## config.mk

```make
export PLATFORM = sky130hd
export DESIGN_NAME = freq_ramp_ctrl
export DESIGN_NICKNAME = d
export VERILOG_FILES = /design/src/rtl/freq_ramp_ctrl_pkg.sv /design/src/rtl/freq_ramp_ctrl_prescaler.sv /design/src/rtl/freq_ramp_ctrl.sv
export SDC_FILE = /design/constraint.sdc
export NUM_CORES = 1
export LEC_CHECK = 0
export CAP_MARGIN = 20
export CELL_PAD_IN_SITES_DETAIL_PLACEMENT = 1
export CELL_PAD_IN_SITES_GLOBAL_PLACEMENT = 1
export CORE_ASPECT_RATIO = 1.1
export CORE_MARGIN = 8
export CORE_UTILIZATION = 48
export CTS_CLUSTER_SIZE = 8
export DETAILED_ROUTE_END_ITERATION = 8
export PLACE_DENSITY = 0.84
export SYNTH_ARGS = -nofsm -noshare
export SYNTH_HDL_FRONTEND = slang
export SYNTH_SLANG_ARGS = --single-unit
export TNS_END_PERCENT = 5
```

## constraint.sdc

```tcl
create_clock -name clk_sys -period 9.08 [get_ports clk_sys]
set_input_delay 1.362 -clock clk_sys [delete_from_list [all_inputs] [get_ports clk_sys]]
set_output_delay 1.362 -clock clk_sys [all_outputs]
set_load 0.005 [all_outputs]
```

## src/rtl/freq_ramp_ctrl_pkg.sv

```systemverilog
// Shared definitions for the VFD frequency ramp sequencer: state codes, frequency
// limit, setpoint clamp and the run/stop transition rules.
package freq_ramp_ctrl_pkg;

  typedef enum logic [2:0] {
    ST_IDLE  = 3'd0,
    ST_ACCEL = 3'd1,
    ST_RUN   = 3'd2,
    ST_DECEL = 3'd3,
    ST_FAULT = 3'd4
  } state_t;

  localparam logic [9:0] FREQ_MAX = 10'd999;

  function automatic logic [9:0] clamp_freq(input logic [9:0] f);
    return (f > FREQ_MAX) ? FREQ_MAX : f;
  endfunction

  // Transitions look only at the registered frequency, never at the step in flight.
  function automatic state_t next_state(
    input state_t     st,
    input logic [9:0] tgt,
    input logic [9:0] freq,
    input logic       run_en,
    input logic       estop
  );
    state_t ns;
    ns = st;
    if (estop) begin
      ns = ST_FAULT;
    end else begin
      case (st)
        ST_IDLE:  ns = run_en ? ST_ACCEL : ST_IDLE;
        ST_ACCEL: begin
          if (tgt < freq)       ns = ST_DECEL;
          else if (tgt == freq) ns = ST_RUN;
          else                  ns = ST_ACCEL;
        end
        ST_RUN: begin
          if (tgt > freq)       ns = ST_ACCEL;
          else if (tgt < freq)  ns = ST_DECEL;
          else                  ns = ST_RUN;
        end
        ST_DECEL: begin
          if (tgt > freq)       ns = ST_ACCEL;
          else if (tgt == freq) ns = ((tgt == 10'd0) && !run_en) ? ST_IDLE : ST_RUN;
          else                  ns = ST_DECEL;
        end
        ST_FAULT: ns = run_en ? ST_FAULT : ST_IDLE;
        default:  ns = ST_FAULT;
      endcase
    end
    return ns;
  endfunction

endpackage

```

## src/rtl/freq_ramp_ctrl_prescaler.sv

```systemverilog
// Ramp-rate prescaler: free-runs 0..RAMP_DIV-1 while enabled, one tick per wrap.
module ramp_prescaler
  import freq_ramp_ctrl_pkg::*;
#(
  parameter int RAMP_DIV = 50000
) (
  input  logic clk_sys,
  input  logic rst_n,
  input  logic en,
  input  logic clr,
  output logic tick
);

  localparam int              CW       = (RAMP_DIV > 2) ? $clog2(RAMP_DIV) : 1;
  localparam logic [CW-1:0]   CNT_LAST = CW'(RAMP_DIV - 1);

  logic [CW-1:0] r_cnt;

  // Step counter; held at zero outside the ramp states and restarted on a state change.
  always_ff @(posedge clk_sys or negedge rst_n) begin
    if (!rst_n) begin
      r_cnt <= '0;
    end else if (clr || !en) begin
      r_cnt <= '0;
    end else if (r_cnt == CNT_LAST) begin
      r_cnt <= '0;
    end else begin
      r_cnt <= r_cnt + CW'(1);
    end
  end

  assign tick = en && (r_cnt == CNT_LAST);

endmodule

```

## src/rtl/freq_ramp_ctrl.sv

```systemverilog
// Run/stop and accel/decel sequencer: slews the applied VFD frequency toward the
// clamped setpoint at a fixed step rate, with emergency stop to a latched fault.
module freq_ramp_ctrl
  import freq_ramp_ctrl_pkg::*;
#(
  parameter int RAMP_DIV = 50000,
  parameter int ACC_STEP = 1,
  parameter int DEC_STEP = 2
) (
  input  logic       clk_sys,
  input  logic       rst_n,
  input  logic [9:0] freq_set,
  input  logic       run_en,
  input  logic       estop,
  output logic [9:0] freq_out,
  output logic [2:0] state,
  output logic       running,
  output logic       at_speed,
  output logic       fault
);

  localparam logic [9:0] ACC_W = 10'(ACC_STEP);
  localparam logic [9:0] DEC_W = 10'(DEC_STEP);

  state_t     r_state;
  logic [9:0] r_freq;
  logic       r_running;
  logic       r_at_speed;
  logic       r_fault;

  state_t     w_state_nxt;
  logic [9:0] w_tgt;
  logic [9:0] w_up_dist;
  logic [9:0] w_dn_dist;
  logic       w_state_chg;
  logic       w_ramp_en;
  logic       w_tick;

  assign w_tgt       = run_en ? clamp_freq(freq_set) : 10'd0;
  assign w_up_dist   = w_tgt - r_freq;
  assign w_dn_dist   = r_freq - w_tgt;
  assign w_state_nxt = next_state(r_state, w_tgt, r_freq, run_en, estop);
  assign w_state_chg = (w_state_nxt != r_state);
  assign w_ramp_en   = (r_state == ST_ACCEL) || (r_state == ST_DECEL);

  ramp_prescaler #(
    .RAMP_DIV (RAMP_DIV)
  ) u_prescaler (
    .clk_sys (clk_sys),
    .rst_n   (rst_n),
    .en      (w_ramp_en),
    .clr     (w_state_chg),
    .tick    (w_tick)
  );

  // Sequencer: state, applied frequency and status flags, all updated on the same edge.
  always_ff @(posedge clk_sys or negedge rst_n) begin
    if (!rst_n) begin
      r_state    <= ST_IDLE;
      r_freq     <= 10'd0;
      r_running  <= 1'b0;
      r_at_speed <= 1'b0;
      r_fault    <= 1'b0;
    end else begin
      r_state    <= w_state_nxt;
      r_running  <= (w_state_nxt == ST_ACCEL) || (w_state_nxt == ST_RUN) ||
                    (w_state_nxt == ST_DECEL);
      r_at_speed <= (w_state_nxt == ST_RUN);
      r_fault    <= (w_state_nxt == ST_FAULT);
      if (estop) begin
        r_freq <= 10'd0;
      end else begin
        // Steps are clipped to the remaining distance, so the target is never crossed.
        case (r_state)
          ST_ACCEL: begin
            if (w_tick && (w_tgt > r_freq)) begin
              r_freq <= r_freq + ((w_up_dist < ACC_W) ? w_up_dist : ACC_W);
            end else begin
              r_freq <= r_freq;
            end
          end
          ST_DECEL: begin
            if (w_tick && (w_tgt < r_freq)) begin
              r_freq <= r_freq - ((w_dn_dist < DEC_W) ? w_dn_dist : DEC_W);
            end else begin
              r_freq <= r_freq;
            end
          end
          ST_RUN:  r_freq <= r_freq;
          default: r_freq <= 10'd0;
        endcase
      end
    end
  end

  assign freq_out = r_freq;
  assign state    = r_state;
  assign running  = r_running;
  assign at_speed = r_at_speed;
  assign fault    = r_fault;

endmodule

```

==> After elaboration in Yosys (flattened, before gate mapping) <==
Cells that the tools add are included.
{ "totals": {"ff_bits": 32, "input_bits": 14, "output_inout_bits": 16, "word_cells": 64} }
{ "op_classes": {"n_addsub": 5, "order_cmp": 5, "eq_ne": 14, "mux": 21, "reduce_logical": 13} }
{ "ops": {"columns": ["op", "count"], "rows": [
  ["$mux W10", 7],
  ["$mux W16", 2],
  ["$pmux W10 S3", 1],
  ["$sub A10 B10 Y10", 3],
  ["$add A16 B1 Y16 const B", 1],
  ["$eq A16 B16 Y1 const B", 1],
  ["$pmux W3 S5", 1],
  ["$eq A3 B2 Y1 const B", 4],
  ["$mux W2", 6],
  ["$add A10 B10 Y10", 1],
  ["$eq A10 B10 Y1", 1],
  ["$gt A10 B10 Y1", 1],
  ["$gt A10 B10 Y1 const B", 1],
  ["$logic_not A10 Y1", 1],
  ["$lt A10 B1 Y1 const B", 1],
  ["$lt A10 B10 Y1", 1],
  ["$lt A10 B2 Y1 const B", 1],
  ["$eq A3 B1 Y1 const B", 2],
  ["$eq A3 B3 Y1 const B", 2],
  ["$mux W3", 2],
  ["$ne A3 B2 Y1 const B", 2],
  ["$logic_and A1 B1 Y1", 4],
  ["$logic_or A1 B1 Y1", 4],
  ["$logic_not A3 Y1", 1],
  ["other kinds (5)", 7]
]} }

==> Logic depth before layout (Yosys ltp) <==
Gate-level depths: netlist of the first run.
{ "logic_depth": {"ltp_word": 13, "ltp_mapped": 25, "mapped_depth_nobuf": 25} }

==> Modules after synthesis <==
Synthesis of the first run repeated with hierarchy kept, for this count alone.
{ "unflattened": {"hier_cells": 367, "hier_area_um2": 3293.2} }
{ "modules_own_cells": {"columns": ["mod", "instances", "cells_each", "area_each_um2", "seq_area_each_um2"], "rows": [
  ["freq_ramp_ctrl", 1, 284, 2364.8, 400.4],
  ["ramp_prescaler", 1, 83, 928.4, 400.4]
]} }

==> Worst setup path before layout of the first run <==
No wires, ideal clock.
{ "synth_timing": {"path_type": "input port to flip-flop", "start": "input port freq_set[7]", "end": "register r_freq[9], in the netlist freq_out[9]", "setup_time_ps": 126, "arrival_ps": 5908, "t_required_ps": 8954, "slack_ps": 3046, "stages": 23, "n_path_buf": 0, "path_cell_list": "and3_1 > o2111a_1 > o21ai_0 > inv_1 > ha_1 > nor2b_1 > o2111ai_1 > nand4_1 > a21o_1 > and2_1 > nor4_1 > ha_1 > nor2_1 > or2_2 > ha_1 > nor2b_1 > o2111ai_1 > a31oi_1 > a31oi_1 > a21oi_1 > mux2_2 > o211a_1 > a221o_1"} }
{ "synth_via": {"elab_chain_len": 10, "word_cells_on_any_way": 22, "cone_classes": "add/sub (4); order compare (5); eq/ne (2); mux (8); reduce/logical (3)"} }
{ "synth_rtl": {"columns": ["item", "line_no", "rtl"], "rows": [
  ["start, declared", "freq_ramp_ctrl.sv:12", "input logic [9:0] freq_set,"],
  ["$gt A10 B10 Y1", "freq_ramp_ctrl_pkg.sv:16", "return (f > FREQ_MAX) ? FREQ_MAX : f;"],
  ["$mux W10 (*)", "freq_ramp_ctrl_pkg.sv:16", null],
  ["$mux W10 (*)", "freq_ramp_ctrl.sv:39", "assign w_tgt = run_en ? clamp_freq(freq_set) : 10'd0;"],
  ["$sub A10 B10 Y10, on equally long branches", "freq_ramp_ctrl.sv:41, freq_ramp_ctrl.sv:40", null],
  ["$lt A10 B2 Y1 or $lt A10 B1 Y1 (tied branches)", "freq_ramp_ctrl.sv:84, freq_ramp_ctrl.sv:77", null],
  ["$mux W10, on equally long branches", "freq_ramp_ctrl.sv:84, freq_ramp_ctrl.sv:77", null],
  ["$sub A10 B10 Y10 or $add A10 B10 Y10 (tied branches)", "freq_ramp_ctrl.sv:84, freq_ramp_ctrl.sv:77", null],
  ["$mux W10, on equally long branches", "freq_ramp_ctrl.sv:83, freq_ramp_ctrl.sv:76", null],
  ["$pmux W10 S3", "freq_ramp_ctrl.sv:74", "case (r_state)"],
  ["$mux W10", "freq_ramp_ctrl.sv:70", "if (estop) begin"],
  ["end signal, assigned", "freq_ramp_ctrl.sv:77", "r_freq <= r_freq + ((w_up_dist < ACC_W) ? w_up_dist : ACC_W);"],
  ["end signal, assigned", "freq_ramp_ctrl.sv:84", "r_freq <= r_freq - ((w_dn_dist < DEC_W) ? w_dn_dist : DEC_W);"],
  ["end signal, assigned", "freq_ramp_ctrl.sv:86", "r_freq <= r_freq;"],
  ["end, declared", "freq_ramp_ctrl.sv:26", "logic [9:0] r_freq;"]
]} }
Every way passes the cells marked *; elsewhere a longest branch is shown, timed or not. The select of a mux whose other input is x is not followed.
A chain may end at the register's enable or synchronous reset.

==> Worst setup path after layout of the first run <==
Same ends and word-level chain as after synthesis.

==> flow_metrics.tcl, run 1 <==
set metrics [dict create \
    outcome "finished clean" \
    cts_buffers 5 \
    ctsHoldBuffers 0 \
    hp-start "u_prescaler.r_cnt[0]" \
    hold_path_end "u_prescaler.r_cnt[0]" \
    cts_buffer_depth 2 \
    dp_hpwl_mm 7.29 \
    hold_depth 1 \
    htree_levels 2 \
    via_per_inst 5.95 \
    relSlewSlack_pct 50.2 \
    via_count 2875 \
    cp_slowest_cell "o21ai_0" \
    finalSetupViolCount 0 \
    grtUsageMet3_pct 4.99 \
    yosys_warnings 0 \
    netlist_instances 376 \
    worst-slew-pin-transition_ns 0.741 \
    overflow 0 \
    hold_viol 0 \
    portBuffers 29 \
    gr-usage-met1_pct 25.5 \
    crit_type "primary input to flip-flop" \
    syn_to_final_growth_pct 13.6 \
    clk_pin_slew_ns 0.07 \
    ir_worst_vdd_mv 0.0633 \
    synth_edf_count 0 \
    cts_tree "built" \
    antenna_found_initial 0 \
    io_pins 30 \
    busiest_layer "met2" \
    post_drt_wl_per_cell_um 19.5 \
    rsz0062_at_grt "no" \
    skew_ns 0.00726 \
    rr_worst_depth 20 \
    grt_pass1_wl_mm 15.5 \
    placed_area_um2 3460 \
    slowest_delay_ns 0.57 \
    grt_pass1_vias 3101 \
    synth_flop_cell "dfrtp_1" \
    power.leakage_uw 0.00167 \
    rows 31 \
    synthArstFlopShare_pct 100 \
    fp.dieArea_um2 9400 \
    nets 447 \
    cts-root-buf "clkbuf_8" \
    core_um2 6480 \
    start_util_pct 48.5 \
    gp_congestion 0.929 \
    slew_violations 0 \
    cts_sinks 32 \
    dr.pass1.iters 4 \
    path_max_fanout 4 \
    grt_max_degree 33 \
    antenna_left 0 \
    period_share_pct 76.3 \
    wirelength_mm 9.40 \
    cp_num_buf_inv 2 \
    r2r-start "freq_out[1]" \
    grtUsageTotal_pct 20.7 \
    yosysTopAreaCellShare_pct 25.5 \
    die_w_um 93.2 \
    maxCapViolations 0 \
    p_per_area_nw_per_um2 103 \
    antenna_cells 0 \
    drive_gt1_share_pct 7.73 \
    synthesis.area_um2 3140 \
    ys_top_cells_by_area "dfrtp_1, ha_1, nor2_1, xor2_1, inv_1" \
    drt_iter0_markers 174 \
    synth-seq-cells 32 \
    critPathTopFamily "compound AO/OA/AOI/OAI gates" \
    drc 0 \
    tns_ns 0 \
    holdWs_ns 0.469 \
    post_cts_buffers 0 \
    die_h_um 101 \
    final_cell_area_um2 3570 \
    ys_seq_area_share_pct 25.5 \
    r2r_end "freq_out[9]" \
    post_cts_resized 0 \
    arrival_ns 7.11 \
    grt_use_met2_pct 34.7 \
    syn_area_per_cell_um2 8.36 \
    r2r_slack_ns 4.06 \
    crit_path_cell_trace "clkdlybuf4s50_1, and3_1, o2111a_1, o21ai_0, inv_1, ha_1, nor2b_1, o2111ai_1, nand4_1, a21o_1, and2_1, nor4_1, ha_1, nor2_1, or2_2, ha_1, nor2b_1, o2111ai_1, a31oi_1, a31oi_1, a21oi_1, mux2_2, o211a_1, a221o_1" \
    synth_top_area_cell "dfrtp_1" \
    fmax_ghz 0.144 \
    yosysUniqueCellTypes 60 \
    crit_path_end_kind "flip-flop" \
    required_ns 9.26 \
    fin_crit_ns 6.92 \
    worst_skew_pair.late_latency_ns 0.30 \
    synth.net_count 423 \
    hp-class "flip-flop to flip-flop" \
    cpMostUsedCell "ha_1" \
    cp-start-kind "primary input" \
]
-- cell families after synthesis --
| group | synth area share [%] |
|---|---|
| adder cells (fa/ha/maj) | 14.2 |
| multiplexers | 3.26 |
| other | 0.119 |
| buffers and inverters | 6.37 |
| AO/OA/AOI/OAI | 20.3 |
| flip-flops | 25.5 |
| XOR/XNOR | 7.52 |
| AND/OR/NAND/NOR | 22.8 |
-- registers in the layout (all words and copies together), names as in the netlist --
register and flops:
at_speed 1, fault 1, freq_out 10, running 1, state 3, u_prescaler.r_cnt 16
-- synthesized netlist by cell type (6+ instances only) --
cell type	n
mux2i_1	8
a21o_1	15
nand4_1	6
or2_2	10
nand2b_1	6
xnor2_1	13
inv_1	32
o21ai_0	11
a21oi_1	22
nand2_1	26
xor2_1	14
dfrtp_1	32
ha_1	30
nand3_1	16
nor2_1	36
-- routing by layer --
metal	vias to the layer above	wire length, um
li1	1370	-
met1	1399	4290
met2	88	4420
met3	18	501
met4	0	188
met5	-	0
-- layout by cell type, fill, tap and decap left out, types with 3 or more instances in the layout --
| master | count |
|---|---|
| o22ai_1 | 4 |
| and3_1 | 3 |
| nor2_1 | 36 |
| xor2_1 | 14 |
| dfrtp_1 | 32 |
| a31oi_1 | 3 |
| inv_1 | 32 |
| and2_1 | 5 |
| nor2b_1 | 4 |
| clkdlybuf4s50_1 | 29 |
| nor4_1 | 5 |
| ha_1 | 30 |
| nand3_1 | 16 |
| o211ai_1 | 3 |
| or2_2 | 10 |
| a211o_1 | 5 |
| a21oi_1 | 22 |
| clkbuf_8 | 5 |
| o21bai_1 | 3 |
| nand4_1 | 6 |
| mux2i_1 | 8 |
| o21a_1 | 4 |
| fa_1 | 3 |
| o2111ai_1 | 5 |
| o2bb2ai_1 | 3 |
| nor3_1 | 5 |
| nand2b_1 | 6 |
| xnor2_1 | 13 |
| o21ai_0 | 11 |
| a21o_1 | 15 |
| nand2_1 | 26 |
-- area by class of cell --
cell class                      count  area (um^2)
Fill cell                         799         2910
Inverter                           32          120
Timing Repair Buffer               30          298
Multi-Input combinational cell    299         2140
Clock buffer                        6         72.6
Sequential cell                    32          801
Tap cell                           82          103
Clock inverter                      2         35.0
-- worst max path at each step --
stage	startpoint	end	slack, ns	cells after the start
detailed placement	freq_set[7]	freq_out[9]	1.94	24
floorplan	freq_set[7]	freq_out[9]	3.05	23
finish	freq_set[7]	freq_out[9]	2.16	24
CTS	freq_set[7]	freq_out[9]	2.16	24
global route	freq_set[7]	freq_out[9]	1.70	24
global placement	freq_set[7]	freq_out[9]	2.00	24
-- report_power, final --
part	switching (uW)	internal, uW	total (uW)
registers	2.03	144	146
clock network	60.1	81.5	142
logic	47.2	33.3	80.6
total	109	258	368
-- worst reg2reg max path, stage by stage (launching register included) --
cell and delay [ns]:
dfrtp_1 0.56, inv_1 0.15, ha_1 0.36, nor2b_1 0.19, o2111ai_1 0.27, nand4_1 0.16
a21o_1 0.21, and2_1 0.20, nor4_1 0.39, ha_1 0.30, nor2_1 0.13, or2_2 0.13
ha_1 0.21, nor2b_1 0.15, o2111ai_1 0.26, a31oi_1 0.19, a31oi_1 0.24, a21oi_1 0.06
mux2_2 0.28, o211a_1 0.23, a221o_1 0.25
-- through the flow --
stage | utilization [%] | setup slack, ns | power (uW) | instances
2_1_floorplan | - | 3.05 | 202 | 376
3_3_place_gp | 53.5 | 2.00 | 224 | 475
3_5_place_dp | 53.5 | 1.94 | 226 | 475
4_1_cts | 55.1 | 2.16 | 369 | 483
5_1_grt | 55.1 | 1.70 | 382 | 483
6_report | 55.1 | 2.16 | 368 | 483
Note: power is estimated with default switching activity, not from simulation.
==> inputs of run 2 (changes only) <==
- CORE_UTILIZATION: 48 -> 40
- PLACE_DENSITY: 0.84 -> 0.75
- clock period: 9.08 -> 6.3 ns (I/O delays scaled with it)
==> flow_metrics.tcl, run 2 (synthesis results as in run 1) <==
set metrics [dict create \
    outcome "finished clean" \
    gp_congestion 0.888 \
    htree_levels 2 \
    ir_worst_vdd_mv 0.0792 \
    dr.pass1.iters 4 \
    largest_reg_flops 16 \
    mostFrequentLayoutCell "nor2_1" \
    instances_no_fill 533 \
    drt_iter0_markers 97 \
    die_h_um 109 \
    via_count 2983 \
    crit_path_end_kind "flip-flop" \
    start_util_pct 40.4 \
    ctsHoldBuffers 0 \
    finalSetupViolCount 0 \
    hp-class "flip-flop to flip-flop" \
    worst-slew-pin-transition_ns 0.801 \
    cts-root-buf "clkbuf_8" \
    cp-start-kind "primary input" \
    grt_pass1_vias 3082 \
    antenna_left 0 \
    arrival_ns 6.29 \
    fin_crit_ns 6.12 \
    fillerInstances 954 \
    wirelength_mm 9.54 \
    slew_violations 0 \
    drive_gt1_share_pct 15.1 \
    hold_viol 0 \
    grtUsageTotal_pct 17.3 \
    post_drt_wl_per_cell_um 17.9 \
    holdWs_ns 0.463 \
    overflow 0 \
    antenna_cells 0 \
    cts_buffers 5 \
    period_share_pct 97.2 \
    power.leakage_uw 0.00178 \
    final_cell_area_um2 3860 \
    syn_to_final_growth_pct 22.8 \
    dp.cells 522 \
    largest_register "u_prescaler.r_cnt" \
    skew_ns 0.00627 \
    required_ns 6.47 \
    p_per_area_nw_per_um2 133 \
    drc 0 \
    cts_buffer_depth 2 \
    fmax_ghz 0.163 \
    fp.dieArea_um2 11000 \
    rows 34 \
    setup.worst_path.start "freq_set[7]" \
    portBuffers 29 \
    antenna_found_initial 0 \
    path_max_fanout 3 \
    core_um2 7780 \
    cts_sinks 32 \
    grt_pass1_wl_mm 15.0 \
    via_per_inst 5.60 \
    grt_max_degree 33 \
    hp-start "u_prescaler.r_cnt[0]" \
    cts_tree "built" \
    nets 471 \
    r2r-start "freq_out[1]" \
    clk_pin_slew_ns 0.07 \
    placed_area_um2 3650 \
    io_pins 30 \
    worst_skew_pair.late_latency_ns 0.28 \
    dp_hpwl_mm 7.73 \
    finalPower_uw 513 \
    relSlewSlack_pct 46.2 \
    maxCapViolations 0 \
    die_w_um 101 \
    crit_type "primary input to flip-flop" \
    layout_common_cells "nor2_1, inv_1, dfrtp_1, ha_1, clkdlybuf4s50_1" \
]
[run 2: critical path, stage by stage]
cell             delay (ns)
clkdlybuf4s50_1        0.52
and3_4                 0.22
o2111a_1               0.23
o21ai_1                0.09
ha_2                   0.23
fa_1                   0.39
nand2b_4               0.17
a211o_1                0.35
mux2i_2                0.26
nor3b_2                0.08
o2111ai_1              0.09
nor4_1                 0.06
buf_4                  0.14
ha_1                   0.26
nor2_1                 0.05
or2_2                  0.30
ha_1                   0.28
nor2b_4                0.17
o2111ai_4              0.16
a31oi_4                0.28
a31o_4                 0.19
nor2_1                 0.04
mux2_2                 0.30
o211a_1                0.23
a221o_1                0.25
[run 2: layout make-up]
class / instances / area [um^2] / area share (%)
Clock inverter: 1 / 7.51 / 0.194
Multi-Input combinational cell: 299 / 2230 / 57.8
Tap cell: 108 / 135 / 3.50
Sequential cell: 32 / 801 / 20.7
Timing Repair Buffer: 54 / 478 / 12.4
Inverter: 32 / 120 / 3.11
Clock buffer: 7 / 86.3 / 2.24
[run 2: what timing repair did]
item                       CTS  global route
resized for setup            0            19
buffers inserted             0             3
setup endpoints to repair    0             1
[run 2: metrics by stage]
| stage | util [%] | setup WS [ns] | TNS (ns) |
|---|---|---|---|
| global route | 49.6 | -0.00401 | -0.00401 |
| detailed placement | 46.9 | -0.211 | -0.211 |
| global placement | 46.9 | -0.0130 | -0.0130 |
| finish | 49.6 | 0.179 | 0 |
| floorplan | - | 0.683 | 0 |
| CTS | 48.2 | 0.0396 | 0 |
[run 2: path summary, 6_finish.rpt]
| kind | cells past startpoint | slack, ns | to |
|---|---|---|---|
| max | 25 | 0.18 | freq_out[9] |
| min | 1 | 0.46 | u_prescaler.r_cnt[0] |
| max reg2reg | 21 | 1.45 | freq_out[9] |
| min reg2reg | 1 | 0.46 | u_prescaler.r_cnt[0] |
| max in group asynchronous | 2 | 4.93 | freq_out[5] |
| min in group asynchronous | 2 | 1.06 | u_prescaler.r_cnt[11] |
[run 2: power by group]
group,internal (uW),switching [uW]
combinational,60.4,72.1
sequential,207,2.59
clock,88.9,81.6
[run 2: metal layers]
layer	vias to the layer above	routed length (um)	GRT usage [%]	part of all wire [%]
met1	1488	4150	19.9	44
li1	1422	-	-	-
met4	0	200	4.97	2.1
met5	-	0	0	0
met3	16	344	3.26	3.6
met2	57	4840	31.9	51
